### src/rtl/shared_dp_sched.sv
// Scheduled datapath: d=a+b, e=a+c, z=(d>e)?d:e, x=a*c-d on one shared add/sub ALU
// plus a local multiplier pipeline, sequenced by a start/done FSM.
module shared_dp_sched #(
  parameter int DATAW   = 8,
  parameter int MUL_LAT = 2
) (
  input  logic                 clk,
  input  logic                 rst,
  input  logic                 start,
  input  logic [DATAW-1:0]     a,
  input  logic [DATAW-1:0]     b,
  input  logic [DATAW-1:0]     c,
  output logic                 busy,
  output logic                 done,
  output logic [DATAW-1:0]     z,
  output logic [2*DATAW-1:0]   x
);

  localparam int XW = 2 * DATAW;
  localparam int W  = (MUL_LAT > 2) ? (MUL_LAT - 2) : 1;
  localparam logic [3:0] W_INIT = 4'(W);

  localparam logic [2:0] S_IDLE = 3'd0;
  localparam logic [2:0] S_ADD1 = 3'd1;
  localparam logic [2:0] S_ADD2 = 3'd2;
  localparam logic [2:0] S_CMP  = 3'd3;
  localparam logic [2:0] S_MULW = 3'd4;
  localparam logic [2:0] S_SUB  = 3'd5;
  localparam logic [2:0] S_DONE = 3'd6;

  function automatic logic [XW-1:0] sext(input logic [DATAW-1:0] v);
    return {{DATAW{v[DATAW-1]}}, v};
  endfunction

  logic [2:0]       state_reg, state_next;
  logic [3:0]       cnt_reg, cnt_next;
  logic [DATAW-1:0] a_reg, b_reg, c_reg;
  logic [DATAW-1:0] d_reg, d_next;
  logic [DATAW-1:0] e_reg, e_next;
  logic [DATAW-1:0] z_reg, z_next;
  logic [XW-1:0]    x_reg, x_next;
  logic [XW-1:0]    f_reg;
  logic             accept;
  logic             launch;

  // Shared ALU: operands and add/sub selection are steered by the current state.
  logic [XW-1:0] alu_a, alu_b, alu_res;
  logic          alu_sub;

  always_comb begin
    alu_a   = '0;
    alu_b   = '0;
    alu_sub = 1'b0;
    case (state_reg)
      S_ADD1: begin
        alu_a = sext(a_reg);
        alu_b = sext(b_reg);
      end
      S_ADD2: begin
        alu_a = sext(a_reg);
        alu_b = sext(c_reg);
      end
      S_CMP: begin
        // e-d at double width cannot overflow, so its sign bit is exactly (d > e).
        alu_a   = sext(e_reg);
        alu_b   = sext(d_reg);
        alu_sub = 1'b1;
      end
      S_SUB: begin
        alu_a   = f_reg;
        alu_b   = sext(d_reg);
        alu_sub = 1'b1;
      end
      default: ;
    endcase
  end

  assign alu_res = alu_sub ? (alu_a - alu_b) : (alu_a + alu_b);

  assign accept = (state_reg == S_IDLE) && start;
  assign launch = (state_reg == S_ADD1);

  always_comb begin
    state_next = state_reg;
    cnt_next   = cnt_reg;
    d_next     = d_reg;
    e_next     = e_reg;
    z_next     = z_reg;
    x_next     = x_reg;
    case (state_reg)
      S_IDLE: if (start) state_next = S_ADD1;
      S_ADD1: begin
        d_next     = alu_res[DATAW-1:0];
        cnt_next   = W_INIT;
        state_next = S_ADD2;
      end
      S_ADD2: begin
        e_next     = alu_res[DATAW-1:0];
        state_next = S_CMP;
      end
      S_CMP: begin
        z_next     = alu_res[XW-1] ? d_reg : e_reg;
        state_next = S_MULW;
      end
      S_MULW: begin
        cnt_next = cnt_reg - 4'd1;
        if (cnt_reg == 4'd1) state_next = S_SUB;
      end
      S_SUB: begin
        x_next     = alu_res;
        state_next = S_DONE;
      end
      S_DONE:  state_next = S_IDLE;
      default: state_next = S_IDLE;
    endcase
  end

  always_ff @(posedge clk) begin
    if (rst) begin
      state_reg <= S_IDLE;
      cnt_reg   <= '0;
      a_reg     <= '0;
      b_reg     <= '0;
      c_reg     <= '0;
      d_reg     <= '0;
      e_reg     <= '0;
      z_reg     <= '0;
      x_reg     <= '0;
    end else begin
      state_reg <= state_next;
      cnt_reg   <= cnt_next;
      d_reg     <= d_next;
      e_reg     <= e_next;
      z_reg     <= z_next;
      x_reg     <= x_next;
      if (accept) begin
        a_reg <= a;
        b_reg <= b;
        c_reg <= c;
      end
    end
  end

  // Multiplier pipeline advances every cycle; a valid token tracks the launched product
  // so the result is parked in f_reg regardless of how long the FSM waits afterwards.
  logic [XW-1:0]      prod;
  logic [XW-1:0]      mul_pipe [MUL_LAT];
  logic [MUL_LAT-1:0] mul_vld;

  assign prod = sext(a_reg) * sext(c_reg);

  always_ff @(posedge clk) begin
    if (rst) begin
      for (int i = 0; i < MUL_LAT; i++) mul_pipe[i] <= '0;
      mul_vld <= '0;
      f_reg   <= '0;
    end else begin
      mul_pipe[0] <= prod;
      mul_vld[0]  <= launch;
      for (int i = 1; i < MUL_LAT; i++) begin
        mul_pipe[i] <= mul_pipe[i-1];
        mul_vld[i]  <= mul_vld[i-1];
      end
      if (mul_vld[MUL_LAT-1]) f_reg <= mul_pipe[MUL_LAT-1];
    end
  end

  assign busy = (state_reg != S_IDLE);
  assign done = (state_reg == S_DONE);
  assign z    = z_reg;
  assign x    = x_reg;

endmodule

### config.mk
export PLATFORM = sky130hd
export DESIGN_NAME = shared_dp_sched
export DESIGN_NICKNAME = d
export VERILOG_FILES = /design/src/rtl/shared_dp_sched.sv
export SDC_FILE = /design/constraint.sdc
export NUM_CORES = 1
export LEC_CHECK = 0
export BUFFER_PORTS_ARGS = -buffer_cell sky130_fd_sc_hd__buf_2
export CAP_MARGIN = 20
export CORE_UTILIZATION = 45
export DETAILED_ROUTE_END_ITERATION = 12
export GPL_ROUTABILITY_DRIVEN = 0
export PLACE_DENSITY = 0.69
export SLEW_MARGIN = 0
export SYNTH_ARGS = -nofsm -noshare
export SYNTH_HDL_FRONTEND = slang
export SYNTH_SLANG_ARGS = --single-unit
export TNS_END_PERCENT = 5
### constraint.sdc
create_clock -name clk -period 12 [get_ports clk]
set_input_delay 3 -clock clk [delete_from_list [all_inputs] [get_ports clk]]
set_output_delay 3 -clock clk [all_outputs]
set_load 0.01 [all_outputs]
* Yosys cells after proc, flatten, opt, wreduce, memory -nomap -nowiden *
Memories as Yosys holds them, arrays and structs flattened. A register that Yosys moved wholly into a read port is not among the register bits.
Cells that the tools add are included.
W data, S select, Z words.

operators by class
  add/sub/neg operators = 3
  multiply operators = 1
  divide/modulo/power cells = 0
  magnitude comparators = 0
  eq/ne operators = 9
  shifts and indexed selects = 0
  mux-type cells = 14
  bitwise logic cells = 2
  reduce and logical (&&, ||, !) cells = 7

operators by type and width
  kind                   number
  $pmux W16 S3           2
  $mux W16               3
  $pmux W3 S6            1
  $add A16 B16 Y16       1
  $mul A8 B8 Y16         1
  $sub A16 B16 Y16       1
  $eq A3 B3 Y1 const B   3
  $mux W8                1
  $pmux W4 S2            1
  $eq A3 B2 Y1 const B   2
  $mux W3                2
  $eq A4 B1 Y1 const B   1
  $mux W1                4
  $ne A2 B2 Y1 const B   2
  $reduce_or A2 Y1       2
  $sub A4 B1 Y4 const B  1
  $eq A3 B1 Y1 const B   1
  $logic_not A3 Y1       1
  $reduce_bool A3 Y1     1
  $or A1 B1 Y1           2
  $reduce_and A2 Y1      1
  $reduce_bool A2 Y1     1
  $logic_and A1 B1 Y1    1

word-level totals
  bits in registers = 73
  bits in latches = 0
  RAM bits = 32
  bits in read-only memories = 0
  bits of input ports = 27
  output and inout bits = 26
  word-level logic and storage cells = 47
  memories kept = 1

memories
  memory    depth  bits a word  read ports  clocked after memory_dff  write ports  RTL line  source
  mul_pipe  2      16           2           1                         2            147       logic [XW-1:0] mul_pipe [MUL_LAT];

* Longest topological paths before layout *
Gate-level depths: netlist (run 1).

  depth after elaboration = 6
  depth in mapped cells = 19
  gate-level depth less buffers = 17

* Worst setup path before layout (run 1) *
Ideal clock, no wire load.

  path type = register -> register
  start = register c_reg[7]
  end = memory mul_pipe[0][15] (netlist name)
  setup time = 0.128 ns
  data arrival time = 4.140 ns
  setup slack = 7.732 ns
  stages on the path, launching flop included = 18
  period minus slack after synthesis = 4.268 ns
  cell sequence = dfxtp_1 > clkbuf_1 > nand2b_1 > fa_1 > fa_1 > inv_1 > fa_1 > inv_1 > fa_1 > inv_1 > ha_1 > nand3_1 > o211ai_1 > nand2b_1 > a41oi_1 > o21ai_0 > xnor2_1 > nor2_1

RTL lines
  item                    RTL line  source
  from (decl)             37        logic [DATAW-1:0] a_reg, b_reg, c_reg;
  from (signal assigned)  124       c_reg <= '0;
  from (signal assigned)  139       c_reg <= c;
  to (decl)               147

* Worst setup path after layout (run 1) *
  start = register state_reg[1]
  end = output port done

between the ends
  longest elaborated chain between the ends = 1

RTL lines
  item                    RTL line  source
  from (decl)             35        logic [2:0] state_reg, state_next;
  from (signal assigned)  130       state_reg <= state_next;
  $eq A3 B3 Y1            169       assign done = (state_reg == S_DONE);
  to (decl)               14        output logic done,

Every way passes these cells.

==> flow_summary_export.csv, run 1 <==
group,metric,value,unit
hold_path,min_path_type,"reg2reg",
detailed_routing,wirelength_met1,8750,um
layout,regArea,2420,um^2
synthesis,syn_inst,956,
layout,drive_above_1_share,0.106,
detailed_routing,drc_errors,0,
synthesis,ys.flop_type,"dfxtp_1",
global_route,grt_pass1_vias,5983,
global_route,grt_max_degree,83,
place,place_area,8520,um^2
clock_tree,clk_latency,0.43,ns
layout,final-instance-count-excl-fill,1214,
setup_path,required,9.00,ns
detailed_routing,first_pass_iters,5,
setup_path,cp-start-kind,"flip-flop",
clock_tree,postCtsHoldBufs,0,
synthesis,netlist_area,8170,um^2
detailed_routing,met3_length,814,um
synthesis,avgSynthCellArea,8.55,um^2
power,leakage,4.09,nW
die,ios,53,
setup_path,end_kind,"output pin",
layout,fin_util,0.525,
setup_path,crit_chain,"nor2b_1, and2_1, buf_2",
detailed_routing,drt-initial-drc-count,464,
clock_tree,htreeDepth,4,
timing,rsz0062_at_grt,"no",
layout,layout_common_cells,"dfxtp_1 (121), nand2_1 (113), inv_1 (91)",
synthesis,synth-edff-count,0,
global_route,track_usage,0.213,
setup_path,cp_slowest_cell,"nor2b_1",
synthesis,ys_ff_latch,121,
clock_tree,post-cts-setup-buffers,0,
layout,largest_register_ff_count,32,
setup_path,criticalPathCategory,"reg2out",
global_route,grt-ovfl-total,0,
timing,hold_viol,0,
setup_path,cp_max_fo,16,
die,core_area,17500,um^2
detailed_routing,ant_nets,0,
place,port_buffers,52,
timing,maxSlewHeadroom,0.287,
die,die_h,137,um
layout,area_growth_syn_to_layout,12.8,%
clock_tree,clockRootBuffer,"clkbuf_16",
clock_tree,cts_buffer_depth,2,
detailed_routing,wirelength,18300,um
clock_tree,cts_made_buffers,17,
die,initial_utilization,0.466,
layout,fillers,1640,
setup_path,slowest_delay,0.84,ns
layout,multi_input_area,5180,um^2
global_route,grt_pass1_wl,30300,um
timing,maxSlewViolCount,0,
timing,setup_tns,0,ns
timing,finalSetupViolations,0,
synthesis,ys_async_sr_fraction,0,
timing,finClkSkew,0.00850,ns
synthesis,ys_seq_area_frac,0.296,
detailed_routing,route.top_layer_used,"met4",
place,hpwl,13600,um
timing,fmaxAchievable,0.201,GHz
detailed_routing,avgRoutedWirePerCell,15.0,um
synthesis,yosys_warnings,0,
detailed_routing,wl_met2,8380,um
detailed_routing,vias_per_cell,5.22,
layout,postLayoutCellArea,9210,um^2
layout,nets,1107,
die,num_rows,48,
clock_tree,cts_sinks,121,
clock_tree,clk_pin_slew,0.05,ns
clock_tree,cts_tree,"yes",
layout,diodes,0,
setup_path,crit_arrival,1.97,ns
die,die_w,137,um
clock_tree,cts.repair.resized,0,
power,powerDensity,148,nW/um^2
place,place_inst,1182,
run,cap_violations,0,
power,power,1.36,mW
global_route,antenna_found_initial,0,
synthesis,syn_nets,1087,
timing,fin_crit,4.97,ns
layout,final_common_cell,"dfxtp_1",
timing,worstMarginPinSlew,1.07,ns
power,vdd_drop_max,0.103,mV
die,die_area,18700,um^2
timing,period_share,0.414,
detailed_routing,vias,6340,
status,outcome,"completed",
synthesis,synth_cell_types,57,
==> worst max-delay path: cells and delay by family (launching register included) <==
| family | cells | cell delay [ns] |
|---|---|---|
| DFF | 1 | 0.32 |
| buffers and inverters | 1 | 0.14 |
| and+or+nand+nor | 2 | 1.09 |
==> cells by family after synthesis <==
logic type / count (synthesis) / share of synthesized area
XOR/XNOR: 32 / 0.0343
buffers and inverters: 147 / 0.0694
AND/OR/NAND/NOR: 334 / 0.197
multiplexers: 41 / 0.0536
AO/OA/AOI/OAI: 177 / 0.139
flip-flops: 121 / 0.296
adder cells (fa/ha/maj): 104 / 0.211
==> worst paths after layout <==
kind                          end  slack, ns  depth (start not counted)       startpoint
hold reg to reg   mul_pipe[1][11]       0.44                          1  mul_pipe[0][11]
setup / recovery             done       7.03                          3     state_reg[1]
hold / removal    mul_pipe[1][11]       0.44                          1  mul_pipe[0][11]
setup reg to reg             z[3]       7.25                         17     state_reg[2]
==> cell usage after synthesis, types with 7 or more instances <==
| master | count | share of area |
|---|---|---|
| ha_1 | 48 | 0.073 |
| nor3_1 | 9 | 0.0055 |
| inv_1 | 91 | 0.042 |
| a211oi_1 | 11 | 0.010 |
| and2_1 | 48 | 0.037 |
| dfxtp_1 | 121 | 0.30 |
| a21oi_1 | 71 | 0.043 |
| a21o_1 | 15 | 0.014 |
| mux2_2 | 11 | 0.015 |
| o21ai_0 | 23 | 0.014 |
| nor2b_1 | 33 | 0.025 |
| nand3b_1 | 10 | 0.0092 |
| nand2b_1 | 11 | 0.0084 |
| a22oi_1 | 13 | 0.012 |
| xor2_1 | 17 | 0.018 |
| nand2_1 | 113 | 0.052 |
| fa_1 | 56 | 0.14 |
| nor2_1 | 82 | 0.038 |
| mux2i_1 | 23 | 0.028 |
| xnor2_1 | 15 | 0.016 |
| clkbuf_1 | 43 | 0.020 |
| o221a_1 | 7 | 0.0096 |
| nand3_1 | 12 | 0.0073 |
==> stage by stage <==
stage          setup WS [ns]  hold WS (ns)
6_report                7.03         0.435
5_1_grt                 6.80         0.460
4_1_cts                 7.02         0.438
3_5_place_dp            7.37         0.426
3_3_place_gp            7.42         0.418
2_1_floorplan           7.73         0.414
==> area by class of cell <==
| class | count | area share |
|---|---|---|
| sequential | 121 | 0.263 |
| inverter | 92 | 0.0375 |
| tap | 225 | 0.0306 |
| multi-input combinational | 688 | 0.562 |
| timing repair buffer | 56 | 0.0318 |
| clock buffer | 19 | 0.0492 |
| clock inverter | 13 | 0.0257 |
==> layer usage <==
metal,up-vias,GRT usage
li1,3185,-
met5,-,0
met4,0,0.0642
met1,2979,0.298
met3,25,0.0437
met2,151,0.328
==> where the power goes <==
group | switching (mW) | internal (mW)
Combinational | 0.184 | 0.120
Sequential | 0.0291 | 0.425
Clock | 0.198 | 0.403
Total | 0.411 | 0.948
Power figures use the tool's default switching activity.
==> run 2: changes to the inputs <==
==> constraint.sdc (replaced) <==
create_clock -name clk -period 5.01 [get_ports clk]
set_input_delay 1.2525 -clock clk [delete_from_list [all_inputs] [get_ports clk]]
set_output_delay 1.2525 -clock clk [all_outputs]
set_load 0.01 [all_outputs]
==> run 2 against run 1 <==
Non-clock buffer count rose by 7. Critical path depth up 15. Sequential power rose by 140%. Worst setup slack lost 6.7 ns. Core utilization fell by 0.11 points. Clock skew decreased by 0.0020 ns. Sequential share of layout area rose by 0.054 points. Clock power is 110% higher. Cell area fell by 0.20%. Sequential cell count unchanged. Worst hold slack worse by 0.0076 ns.
==> flow_summary_export.csv, run 2 (synthesized netlist as in run 1, its figures left out) <==
group,metric,value,unit
setup_path,end_kind,"flip-flop",
detailed_routing,first_pass_iters,7,
power,power,3.09,mW
clock_tree,cts_sinks,121,
detailed_routing,vias,6424,
layout,final_common_cell,"dfxtp_1",
power,vdd_drop_max,0.250,mV
layout,fin_util,0.524,
hold_path,worstHoldStart,"mul_pipe[0][4]",
die,die_h,137,um
global_route,grt-ovfl-total,0,
timing,hold_ws,0.428,ns
die,initial_utilization,0.466,
layout,regArea,2420,um^2
layout,nets,1114,
timing,period_share,0.940,
status,outcome,"completed",
timing,maxSlewViolCount,0,
setup_path,required,5.36,ns
die,num_rows,48,
detailed_routing,ant_nets,0,
hold_path,min_path_type,"reg2reg",
setup_path,cp-start-kind,"flip-flop",
layout,layout_common_cells,"dfxtp_1 (121), nand2_1 (113), inv_1 (91)",
clock_tree,post-cts-setup-buffers,0,
setup_path,ff2ff_path_depth,18,
detailed_routing,drc_errors,0,
layout,multi_input_area,5190,um^2
timing,finalSetupViolations,0,
clock_tree,cts_made_buffers,17,
timing,fin_crit,4.71,ns
layout,largest_register_ff_count,32,
run,cap_violations,0,
timing,hold_viol,0,
die,die_w,137,um
global_route,grt_pass1_wl,30200,um
die,ios,53,
die,die_area,18700,um^2
clock_tree,clockRootBuffer,"clkbuf_16",
global_route,grt_max_degree,84,
setup_path,criticalPathCategory,"reg2reg",
layout,area_growth_syn_to_layout,12.5,%
detailed_routing,wirelength,18500,um
place,port_buffers,52,
setup_path,r2r_slack,0.30,ns
global_route,antenna_found_initial,0,
layout,drive_above_1_share,0.108,
clock_tree,clk_pin_slew,0.05,ns
timing,fmaxAchievable,0.212,GHz
setup_path,timing.rr.end,"z[2]",
place,hpwl,13700,um
timing,maxSlewHeadroom,0.260,
global_route,grt_pass1_vias,5938,
detailed_routing,avgRoutedWirePerCell,15.2,um
clock_tree,cts_tree,"yes",
setup_path,crit_arrival,5.07,ns
hold_path,hold_path_depth,1,
detailed_routing,vias_per_cell,5.26,
power,powerDensity,336,nW/um^2
clock_tree,cts_buffer_depth,2,
layout,fillers,1624,
die,core_area,17500,um^2
place,place_inst,1189,
timing,finClkSkew,0.00647,ns
hold_path,min_to,"mul_pipe[1][4]",
power,leakage,4.10,nW
global_route,track_usage,0.211,
setup_path,cp_max_fo,16,
layout,final-instance-count-excl-fill,1221,
clock_tree,clk_latency,0.42,ns
timing,worstMarginPinSlew,1.11,ns
layout,diodes,0,
detailed_routing,drt-initial-drc-count,506,
setup_path,timing.rr.start,"state_reg[1]",
clock_tree,htreeDepth,4,
==> run 2: changes by cell type in the layout (fill, tap and decap cells not counted), sizes merged <==
cell / change
buf: +7
clkinvlp: -1
clkinv: +1
clkbuf: +6
inv: -3
bufinv: -3
==> run 2: critical path: stages (launching register included) <==
cell and delay [ns]:
dfxtp_1 0.44, buf_4 0.23, nor2b_1 0.13, buf_4 0.19, a22o_1 0.24, a22oi_1 0.36
nand3_1 0.21, nor3_1 0.33, nand2_1 0.18, ha_1 0.30, nand2_1 0.06, o21ai_0 0.08
ha_1 0.38, o21ai_0 0.14, a211o_1 0.26, o2bb2ai_1 0.23, and2_1 0.25, mux2i_2 0.37
o221a_1 0.25
==> run 2: power by group <==
part	internal [mW]	switching [mW]	leakage (nW)
clock network	0.833	0.419	0.301
logic	0.293	0.453	2.81
registers	1.02	0.0677	0.983
==> run 2: what timing repair did <==
action                                  4_1_cts  5_1_grt
gates resized for setup                       0        1
endpoints found under the setup margin        0        2
hold buffers                                  0        0
==> run 2: worst max path at each step <==
| stage | from | endpoint | slack (ns) | cells past startpoint |
|---|---|---|---|---|
| after floorplan | c_reg[7] | mul_pipe[0][15] | 0.74 | 17 |
| after global placement | c_reg[7] | mul_pipe[0][15] | 0.49 | 16 |
| after detailed placement | c_reg[7] | mul_pipe[0][15] | 0.45 | 16 |
| after CTS | state_reg[1] | z[2] | 0.42 | 18 |
| after global routing | state_reg[1] | z[1] | -0.009 | 18 |
| final | state_reg[1] | z[2] | 0.30 | 18 |
==> run 2: area by class of cell <==
cell class,count,area share
clock buffers,25,0.0539
clock inverters,7,0.0124
inverters,92,0.0376
multi-input cells,688,0.565
flip-flops and latches,121,0.263
well taps,225,0.0306
repair buffers,63,0.0376
==> run 2: metrics by stage <==
stage | setup slack (ns) | setup TNS [ns] | instance area (um^2)
2_1_floorplan | 0.742 | 0 | 8170
3_3_place_gp | 0.490 | 0 | 8580
3_5_place_dp | 0.452 | 0 | 8580
4_1_cts | 0.423 | 0 | 9190
5_1_grt | -0.00881 | -0.00881 | 9200
6_report | 0.299 | 0 | 9200
==> run 2: layer usage <==
layer / wire length (um) / track usage / vias to the layer above
met5: 0 / 0 / -
met4: 252 / 0.0735 / 0
met3: 1040 / 0.0367 / 18
met2: 8360 / 0.322 / 176
met1: 8900 / 0.298 / 3027
li1: - / - / 3203
